## src/rtl/fifo_pkg.sv

```systemverilog
// Shared definitions for the single-clock FIFO: address/count width helpers
// and the registered status-flag bundle.
package fifo_pkg;

    function automatic int clog2(input int value);
        int r;
        r = 0;
        while ((1 << r) < value) begin
            r = r + 1;
        end
        return r;
    endfunction

    // Occupancy must represent 0..DEPTH inclusive, hence one extra bit.
    function automatic int cnt_width(input int depth);
        return clog2(depth) + 1;
    endfunction

    typedef struct packed {
        logic full;
        logic empty;
        logic almost_full;
        logic almost_empty;
    } fifo_flags_t;

    localparam fifo_flags_t FLAGS_RESET = '{
        full:         1'b0,
        empty:        1'b1,
        almost_full:  1'b0,
        almost_empty: 1'b1
    };

endpackage

```

## src/rtl/fifo_ram.sv

```systemverilog
// Simple dual-port storage: one write port, one read port with a registered
// output that holds its value when no read is performed.
module fifo_ram #(
    parameter int DATA_WIDTH = 8,
    parameter int DEPTH      = 8,
    parameter int AW         = 3
) (
    input  logic                  clk,
    input  logic                  rst_n,
    input  logic                  wr_en,
    input  logic [AW-1:0]         wr_addr,
    input  logic [DATA_WIDTH-1:0] wr_data,
    input  logic                  rd_en,
    input  logic [AW-1:0]         rd_addr,
    output logic [DATA_WIDTH-1:0] rd_data
);

    logic [DATA_WIDTH-1:0] mem_q [DEPTH];
    logic [DATA_WIDTH-1:0] rd_data_q;

    // Array kept reset-free so it maps onto block RAM.
    always_ff @(posedge clk) begin
        if (wr_en) begin
            mem_q[wr_addr] <= wr_data;
        end
    end

    always_ff @(posedge clk or negedge rst_n) begin
        if (!rst_n) begin
            rd_data_q <= '0;
        end else if (rd_en) begin
            rd_data_q <= mem_q[rd_addr];
        end
    end

    assign rd_data = rd_data_q;

endmodule

```

## src/rtl/async_fifo.sv

```systemverilog
// Single-clock FIFO with registered read data, registered status flags,
// write-acknowledge / read-valid strobes and occupancy counts.
module async_fifo
    import fifo_pkg::*;
#(
    parameter  int DATA_WIDTH = 8,
    parameter  int FIFO_DEPTH = 8,
    parameter  int ALMOST_WR  = 2,
    parameter  int ALMOST_RD  = 1,
    localparam int AW         = clog2(FIFO_DEPTH),
    localparam int CW         = cnt_width(FIFO_DEPTH)
) (
    input  logic                  clk,
    input  logic                  rst_n,
    input  logic                  wr_en,
    input  logic [DATA_WIDTH-1:0] din,
    input  logic                  rd_en,
    output logic [DATA_WIDTH-1:0] dout,
    output logic                  full,
    output logic                  empty,
    output logic                  almost_full,
    output logic                  almost_empty,
    output logic                  wr_ack,
    output logic                  valid,
    output logic [CW-1:0]         wr_count,
    output logic [CW-1:0]         rd_count
);

    localparam logic [CW-1:0] DEPTH_C = CW'(FIFO_DEPTH);
    localparam logic [CW-1:0] AF_C    = CW'(FIFO_DEPTH - ALMOST_WR);
    localparam logic [CW-1:0] AE_C    = CW'(ALMOST_RD);

    logic [AW-1:0] wr_ptr_q, wr_ptr_d;
    logic [AW-1:0] rd_ptr_q, rd_ptr_d;
    logic [CW-1:0] occ_q, occ_d;
    fifo_flags_t   flags_q, flags_d;
    logic          wr_ack_q, wr_ack_d;
    logic          valid_q, valid_d;
    logic          wr_accept;
    logic          rd_accept;

    // Acceptance uses the registered flags, i.e. the state before this edge.
    always_comb begin
        wr_accept = wr_en && !flags_q.full;
        rd_accept = rd_en && !flags_q.empty;

        wr_ptr_d = wr_accept ? wr_ptr_q + AW'(1) : wr_ptr_q;
        rd_ptr_d = rd_accept ? rd_ptr_q + AW'(1) : rd_ptr_q;

        occ_d = occ_q;
        case ({wr_accept, rd_accept})
            2'b10:   occ_d = occ_q + CW'(1);
            2'b01:   occ_d = occ_q - CW'(1);
            default: occ_d = occ_q;
        endcase

        flags_d.full         = (occ_d == DEPTH_C);
        flags_d.empty        = (occ_d == '0);
        flags_d.almost_full  = (occ_d >= AF_C);
        flags_d.almost_empty = (occ_d <= AE_C);

        wr_ack_d = wr_accept;
        valid_d  = rd_accept;
    end

    always_ff @(posedge clk or negedge rst_n) begin
        if (!rst_n) begin
            wr_ptr_q <= '0;
            rd_ptr_q <= '0;
            occ_q    <= '0;
            flags_q  <= FLAGS_RESET;
            wr_ack_q <= 1'b0;
            valid_q  <= 1'b0;
        end else begin
            wr_ptr_q <= wr_ptr_d;
            rd_ptr_q <= rd_ptr_d;
            occ_q    <= occ_d;
            flags_q  <= flags_d;
            wr_ack_q <= wr_ack_d;
            valid_q  <= valid_d;
        end
    end

    // Reads and writes never target the same slot in one cycle: empty blocks
    // the read, full blocks the write.
    fifo_ram #(
        .DATA_WIDTH (DATA_WIDTH),
        .DEPTH      (FIFO_DEPTH),
        .AW         (AW)
    ) u_ram (
        .clk     (clk),
        .rst_n   (rst_n),
        .wr_en   (wr_accept),
        .wr_addr (wr_ptr_q),
        .wr_data (din),
        .rd_en   (rd_accept),
        .rd_addr (rd_ptr_q),
        .rd_data (dout)
    );

    assign full         = flags_q.full;
    assign empty        = flags_q.empty;
    assign almost_full  = flags_q.almost_full;
    assign almost_empty = flags_q.almost_empty;
    assign wr_ack       = wr_ack_q;
    assign valid        = valid_q;
    assign wr_count     = occ_q;
    assign rd_count     = occ_q;

endmodule

```

## config.mk

```make
export PLATFORM = sky130hd
export DESIGN_NAME = async_fifo
export DESIGN_NICKNAME = d
export VERILOG_FILES = /design/src/rtl/fifo_pkg.sv /design/src/rtl/fifo_ram.sv /design/src/rtl/async_fifo.sv
export SDC_FILE = /design/constraint.sdc
export NUM_CORES = 1
export LEC_CHECK = 0
export BUFFER_PORTS_ARGS = -buffer_cell sky130_fd_sc_hd__clkbuf_2
export CORE_ASPECT_RATIO = 1.2
export CORE_MARGIN = 10
export CORE_UTILIZATION = 27
export CTS_BUF_LIST = sky130_fd_sc_hd__clkbuf_8
export DETAILED_ROUTE_END_ITERATION = 7
export GPL_TIMING_DRIVEN = 0
export HOLD_SLACK_MARGIN = 0.08
export PLACE_DENSITY_LB_ADDON = 0.08
export SLEW_MARGIN = 10
export SYNTH_ARGS = -nofsm -noshare
export SYNTH_HDL_FRONTEND = slang
export SYNTH_HIERARCHICAL = 1
export SYNTH_SLANG_ARGS = --single-unit
```

## constraint.sdc

```tcl
create_clock -name clk -period 1.7 [get_ports clk]
set_input_delay 0.17 -clock clk [delete_from_list [all_inputs] [get_ports clk]]
set_output_delay 0.17 -clock clk [all_outputs]
set_load 0.02 [all_outputs]
```

==> results of run 1 <==
where the power goes:
group	internal, µW	switching, µW	leakage, µW
Sequential	2840	356	0.000864
Clock	597	719	0.0000977
Combinational	1360	1880	0.000739
cells by family after synthesis:
family / count (synthesis)
fa+ha+maj: 4
buf+inv: 17
simple gates: 57
mux: 26
flops: 88
compound gates: 30
xor+xnor: 8
worst paths after layout:
| path | start | to | slack, ps |
|---|---|---|---|
| min reg2reg | rd_ptr_q[2]$_DFFE_PN0P_ | rd_ptr_q[2]$_DFFE_PN0P_ | 510 |
| max | empty$_DFF_PN1_ | empty$_DFF_PN1_ | -320 |
| min in group asynchronous | rst_n | rd_count[0]$_DFF_PN0_ | 380 |
| min | din[3] | u_ram/mem_q[5][3]$_DFFE_PP_ | 100 |
| max in group asynchronous | rst_n | u_ram/rd_data[5]$_DFFE_PN0P_ | 890 |
| max reg2reg | empty$_DFF_PN1_ | empty$_DFF_PN1_ | -320 |
per-layer routing:
metal | global-route usage, % | share of wire [%] | vias up
met5 | 0 | 0 | -
met4 | 3.82 | 1.7 | 0
met3 | 2.59 | 4.1 | 8
met2 | 15.6 | 50 | 40
met1 | 11.6 | 44 | 1035
li1 | - | - | 975
metrics by stage:
step                      TNS [ps]  instance area, µm²  power, µW  utilization (%)
after CTS                   -14330                4380       7790             33.1
after global placement      -21680                4070       6260             30.7
after floorplan              -1280                3690       5270                -
after detailed placement    -20080                4070       6250             30.7
after global routing         -2180                4460       8280             33.7
final                        -1430                4460       7760             33.7
worst reg2reg max path, delay by kind of cell (launching register included):
kind | cells | cell delay [ps]
and+or+nand+nor | 3 | 650
DFF | 1 | 540
xor gates and xnor gates | 1 | 100
AOI/OAI and AO/OA | 2 | 290
buffers and inverters | 2 | 200
adders and majority gates | 1 | 160
what timing repair did:
item                       4_1_cts  5_1_grt
setup endpoints to repair       71       74
pin swaps                        6        4
hold buffers                     1        0
hold endpoints to repair        22        0
resized for setup               13       10
setup buffers                    8        2
gates cloned                     0        0
layout make-up:
| cell class | count | area [µm²] | area share (%) |
|---|---|---|---|
| Timing Repair Buffer | 44 | 288 | 6.45 |
| Clock inverter | 5 | 25.0 | 0.561 |
| Sequential cell | 88 | 2520 | 56.6 |
| Buffer | 14 | 116 | 2.61 |
| Inverter | 3 | 21.3 | 0.477 |
| Clock buffer | 11 | 151 | 3.39 |
| Tap cell | 168 | 210 | 4.71 |
| Multi-Input combinational cell | 125 | 1120 | 25.2 |
sequential cells by signal, indices dropped and copies added, names as in the netlist:
name,count
almost_empty,1
wr_ptr_q,3
rd_ptr_q,3
valid,1
empty,1
u_ram/mem_q,64
full,1
rd_count,4
almost_full,1
u_ram/rd_data,8
wr_ack,1
layout by cell type (no fill, tap or decap), types with 3 or more instances in the layout:
| cell type | synthesis | layout |
|---|---|---|
| nor2b_1 | 17 | 17 |
| clkbuf_8 | 0 | 11 |
| xnor2_1 | 6 | 5 |
| a22oi_1 | 8 | 8 |
| nand2b_1 | 4 | 3 |
| nor2_4 | 0 | 6 |
| edfxtp_1 | 64 | 64 |
| nand3_1 | 8 | 8 |
| buf_4 | 6 | 13 |
| a211o_1 | 8 | 8 |
| mux2i_1 | 24 | 24 |
| nand2_1 | 8 | 6 |
| dfrtp_1 | 22 | 22 |
| clkbuf_2 | 0 | 34 |
| a41o_1 | 8 | 8 |
| buf_12 | 0 | 3 |
==> key figures, run 1 <==
Yosys
  – Syn Nets: 246
  – Largest family of logic cells by synthesized area: simple AND/OR/NAND/NOR gates
  – Simple-gate area share of the yosys netlist: 9.51%
  – Synth top area cells: edfxtp_1, dfrtp_1, mux2i_1
  – Share of the synthesized area in the top cell type: approximately 53%
  – Commonest cells post-synth: edfxtp_1, mux2i_1, dfrtp_1
  – Yosys reg bits: 88
  – Synth Area in Adders: roughly 1.4%
  – Synth async-reset ratio: 27.3%
  – Syn avg cell area: 15.8 µm²
  – Synth Area in Compound Gates: under 10%
  – Synthesized area: approximately 3600 µm²
  – Top FF cell, synth: edfxtp_1
  – Sequential fraction of the synthesis area: 69.3%
  – Largest area contributor in the netlist: edfxtp_1
  – Post-Syn Instances: 230
  – Top-count cell post-synth: edfxtp_1
  – Unique cell type count in the Yosys netlist: 40
  – Mux contribution to synthesized area: 7.21%
  – Xor/xnor share of the synthesized area: 2.13%
  – Number of synthesized flops with an enable pin: 64
  – Yosys warns: 6

Clock network
  – Clk_lat worst skew: around 350 ps
  – CTS tree: yes
  – Reg clk slew, reported paths: 90 ps
  – CTS buffer count: 9
  – H-tree levels: 3
  – Root Buffer: clkbuf_8
  – Clock sinks: 88
  – CTS max path bufs: 2

GRT
  – Largest net degree at the start of global routing: 25
  – GRT Overall Usage: 9.56%
  – Vias in the first global route: roughly 2200
  – Antenna violations before repair: 0
  – GRT Residual Overflow: 0
  – Global-route wire length before repair: 13400 µm

Route
  – Post-Route WL: between 8000 and 9000 µm
  – # DRC: 0
  – Antenna-violating nets left: 0
  – Drt initial violations: 111
  – First-pass DRT Iterations: 4
  – DR vias/cell: 4.49
  – Post-detailed-route wirelength per cell: 18.7 µm
  – Routed via count: a little over 2000

STA
  – F_max: 0.494 GHz
  – Hold Vio Cnt, Final: 0
  – Slew @ Worst Pin: 661 ps
  – RSZ-0062 raised after global routing: true
  – Final period util: 119%
  – Final Max Slew Viols: 0
  – Final hold slack: 104 ps
  – Slew HR: 56.0%
  – Final Critical Period: 2020 ps
  – Finish-stage setup viols: 6
  – Setup Skew: between 10 and 15 ps
  – Setup ws final: -323 ps

Placed design
  – Dpl cells: 431
  – Placement Setup Slack: -394 ps
  – HPWL after DPL: 5640 µm
  – Gp weighted congestion: 0.684
  – Port Buffer Count: 33

Critical path
  – CP Launch Type: flip-flop
  – CP top delay family: simple AND/OR/NAND/NOR gates
  – Crit path depth: 9
  – Worst Path Required: 1970 ps
  – Critical path's slowest cell: dfstp_2
  – Worst setup EP type: flip-flop
  – Critical path cell sequence: nand2b_4 > inv_2 > ha_4 > and4b_2 > o22ai_2 > a21oi_2 > xor2_2 > buf_4 > nor4_2
  – Slowest stage delay, CP: 540 ps
  – Worst R2R Path Depth: 9
  – Worst Path Arrival: between 2000 and 2500 ps
  – Critical Path Fanout Max: 5
  – Crit Path Class: reg2reg
  – WP buf/inv: 2

Run status
  – Status: finished, violations left
  – Failing checks: negative setup slack

Final layout
  – Ant diodes: 0
  – FILL cells: 1320
  – Synth-to-Final Area Change: 22.4%
  – Final Non-Filler Cells: around 460
  – Final #Nets: roughly 300
  – Layout cell share with drive strength beyond 1: 36.2%

Power and ir drop
  – Pleak: 0.00170 µW
  – Worst IR Drop VDD: 0.737 mV
  – Pwr/cell area: between 1500 and 2000 nW/µm²

Die
  – Core ar.: 13200 µm²
  – Starting Density: 27.5%
  – Chip Width: 126 µm
  – FP Rows: 46
  – Die height: 147 µm
  – DIE AREA: 18600 µm²
  – Num ports: 34

Job
  – Max_cap viols: 0

Min path
  – Hold Crit Class: in2reg
  – Hold depth: 1
No activity file was read; power rests on OpenSTA's default activity.
==> run 2, diff against run 1 <==
--- a/config.mk
+++ b/config.mk
@@ -8,7 +8,7 @@
 export BUFFER_PORTS_ARGS = -buffer_cell sky130_fd_sc_hd__clkbuf_2
 export CORE_ASPECT_RATIO = 1.2
 export CORE_MARGIN = 10
-export CORE_UTILIZATION = 27
+export CORE_UTILIZATION = 28
 export CTS_BUF_LIST = sky130_fd_sc_hd__clkbuf_8
 export DETAILED_ROUTE_END_ITERATION = 7
 export GPL_TIMING_DRIVEN = 0
==> key figures, run 2 (synthesis results as in run 1) <==
Clock network
  – Clk_lat worst skew: 350 ps (about the same)
  – Clock sinks: 88 (unchanged)
  – CTS max path bufs: 2 (unchanged)
  – CTS buffer count: 9 (unchanged)
  – CTS tree: yes (unchanged)
  – Root Buffer: clkbuf_8 (unchanged)
  – H-tree levels: 3 (unchanged)
  – Reg clk slew, reported paths: 80 ps (was 90 ps)

Power and ir drop
  – Pwr/cell area: 1750 nW/µm² (was 1740 nW/µm²)
  – Worst IR Drop VDD: 0.833 mV (was 0.737 mV)
  – Pleak: 0.00177 µW (was 0.00170 µW)

Route
  – Drt initial violations: 93 (was 111)
  – Antenna-violating nets left: 0 (unchanged)
  – DR vias/cell: 4.54 (was 4.49)
  – # DRC: 0 (unchanged)
  – Post-Route WL: 8630 µm (was 8560 µm)
  – Post-detailed-route wirelength per cell: 18.6 µm (was 18.7 µm)
  – First-pass DRT Iterations: 4 (unchanged)
  – Routed via count: 2100 (was 2058)

Critical path
  – Reg-to-Reg End: full$_DFF_PN0_ (was empty$_DFF_PN1_)
  – Worst setup EP type: flip-flop (unchanged)
  – Critical Path Fanout Max: 5 (unchanged)
  – Crit Path Class: reg2reg (unchanged)
  – Critical path's slowest cell: dfstp_2 (unchanged)
  – Worst Path Arrival: 2230 ps (was 2290 ps)
  – Critical path cell sequence: nand2b_4 > inv_2 > ha_4 > nor4b_2 > a31oi_1 > a21oi_2 > xor2_2 > nor4b_2 (was nand2b_4 > inv_2 > ha_4 > and4b_2 > o22ai_2 > a21oi_2 > xor2_2 > buf_4 > nor4_2)
  – CP most frequent cell: nor4b_2
  – CP Launch Type: flip-flop (unchanged)
  – R2R setup slack: -260 ps (was -320 ps)
  – Worst Path Required: 1960 ps (was 1970 ps)
  – Worst reg2reg startpoint: empty$_DFF_PN1_ (unchanged)
  – Slowest stage delay, CP: 530 ps (was 540 ps)
  – Worst R2R Path Depth: 8 (was 9)

Die
  – FP Rows: 45 (was 46)
  – Die height: 145 µm (was 147 µm)
  – DIE AREA: 18000 µm² (was 18600 µm²)
  – Chip Width: 124 µm (was 126 µm)
  – Num ports: 34 (unchanged)
  – Starting Density: 28.6% (was 27.5%)
  – Core ar.: 12700 µm² (was 13200 µm²)

GRT
  – Largest net degree at the start of global routing: 25 (unchanged)
  – Antenna violations before repair: 0 (unchanged)
  – GRT Residual Overflow: 0 (unchanged)
  – Vias in the first global route: 2277 (was 2217)
  – Global-route wire length before repair: 13600 µm (was 13400 µm)
  – GRT Overall Usage: 10.3% (was 9.56%)

Job
  – Max_cap viols: 0 (unchanged)

Final layout
  – Final #Nets: 310 (was 301)
  – Most common cell after layout, fill and taps aside: edfxtp_1 (unchanged)
  – Ant diodes: 0 (unchanged)
  – Synth-to-Final Area Change: 25.2% (was 22.4%)
  – Commonest cells after routing, fill and taps aside: edfxtp_1, clkbuf_2, mux2i_1, dfrtp_1, buf_4 (was edfxtp_1, clkbuf_2, mux2i_1, dfrtp_1, nor2b_1)
  – Final core occ: 35.9% (was 33.7%)
  – Multi-input gate area: 1130 µm² (was 1120 µm²)
  – Cell area after layout: 4560 µm² (was 4460 µm²)
  – Layout cell share with drive strength beyond 1: 36.8% (was 36.2%)
  – FILL cells: 1260 (was 1320)
  – Largest register FFs: 64 (unchanged)
  – Register area: 2520 µm² (unchanged)
  – Final Non-Filler Cells: 463 (was 458)
  – Biggest register: u_ram/mem_q (unchanged)

Placed design
  – Gp weighted congestion: 0.681 (was 0.684)
  – Port Buffer Count: 33 (unchanged)
  – Cell Area, Placed: 4060 µm² (was 4070 µm²)
  – HPWL after DPL: 5490 µm (was 5640 µm)
  – Placement Setup Slack: -396 ps (was -394 ps)
  – Dpl cells: 427 (was 431)

STA
  – Final Critical Period: 1960 ps (was 2020 ps)
  – Slew HR: 54.1% (was 56.0%)
  – Slew @ Worst Pin: 688 ps (was 661 ps)
  – Setup Skew: 8.43 ps (was 10.3 ps)
  – Hold Vio Cnt, Final: 0 (unchanged)
  – Finish-stage setup viols: 8 (was 6)
  – Setup ws final: -263 ps (was -323 ps)
  – Final period util: 115% (was 119%)
  – Final Max Slew Viols: 0 (unchanged)
  – F_max: 0.509 GHz (was 0.494 GHz)
  – RSZ-0062 raised after global routing: true (unchanged)

Min path
  – HP Start: din[1] (was din[3])
  – Hold depth: 1 (unchanged)
  – WHS Endpoint: u_ram/mem_q[3][1]$_DFFE_PP_ (was u_ram/mem_q[5][3]$_DFFE_PP_)
  – Hold Crit Class: in2reg (unchanged)

Run status
  – Failing checks: negative setup slack (unchanged)
  – Status: finished, violations left (unchanged)
==> run 2: changes by cell type in the layout (fill, tap and decap cells not counted), sizes merged <==
cell and delta:
clkbuf -1, dlygate4sd3 +2, buf +8, bufinv +1, clkinv -2, inv +1
==> run 2: power breakdown <==
group	total [µW]	switching, µW	internal, µW
sequential	3200	356	2840
combinational	3330	1900	1430
clock	1450	710	745
total	7980	2960	5020
==> run 2: how the worst max path moves through the flow <==
stage                    startpoint                           to  slack, ps  cells after the start
CTS                 empty$_DFF_PN1_        almost_full$_DFF_PN0_       -290                     10
global placement     full$_DFF_PN0_  u_ram/mem_q[3][6]$_DFFE_PP_       -390                      5
finish              empty$_DFF_PN1_               full$_DFF_PN0_       -260                      8
global route        empty$_DFF_PN1_        almost_full$_DFF_PN0_       -400                     10
detailed placement  empty$_DFF_PN1_               full$_DFF_PN0_       -400                      8
floorplan           empty$_DFF_PN1_              empty$_DFF_PN1_       -280                     10
==> run 2: metrics by stage <==
stage,power [µW],TNS [ps],hold slack (ps)
floorplan,5270,-1280,-126
global placement,6230,-23540,245
detailed placement,6240,-24210,255
CTS,8070,-1580,83.2
global route,8540,-2790,87.6
finish,7980,-1290,98.2
==> run 2: per-layer routing <==
layer,GRT usage [%],routed length [µm],part of all wire [%],vias up
met5,0,0,0,-
met2,15.8,4140,48,50
li1,-,-,-,996
met4,3.46,115,1.3,0
met1,13.2,3890,45,1043
met3,3.41,480,5.6,11
==> run 2: final cells by class <==
cell class              count  area share, %
multi-input cells         125           24.8
inverters                   3          0.466
clock buffers              11           3.32
repair buffers             53           7.98
plain buffers              14           2.52
clock inverters             5           1.07
well taps                 164           4.50
flip-flops and latches     88           55.3
==> run 2: worst max-delay path, delay by kind of cell (launching register included) <==
kind | cells | cell delay (ps)
XOR/XNOR | 1 | 190
AO/OA/AOI/OAI | 2 | 340
AND/OR/NAND/NOR | 3 | 580
buffers and inverters | 1 | 50
adder cells (fa/ha/maj) | 1 | 170
flip-flops | 1 | 530
==> run 2: timing repair <==
item	4_1_cts	5_1_grt
setup endpoints to repair	71	30
setup buffers	17	0
resized for setup	21	5
hold endpoints to repair	36	0
hold buffers	3	0
pin swaps	10	1
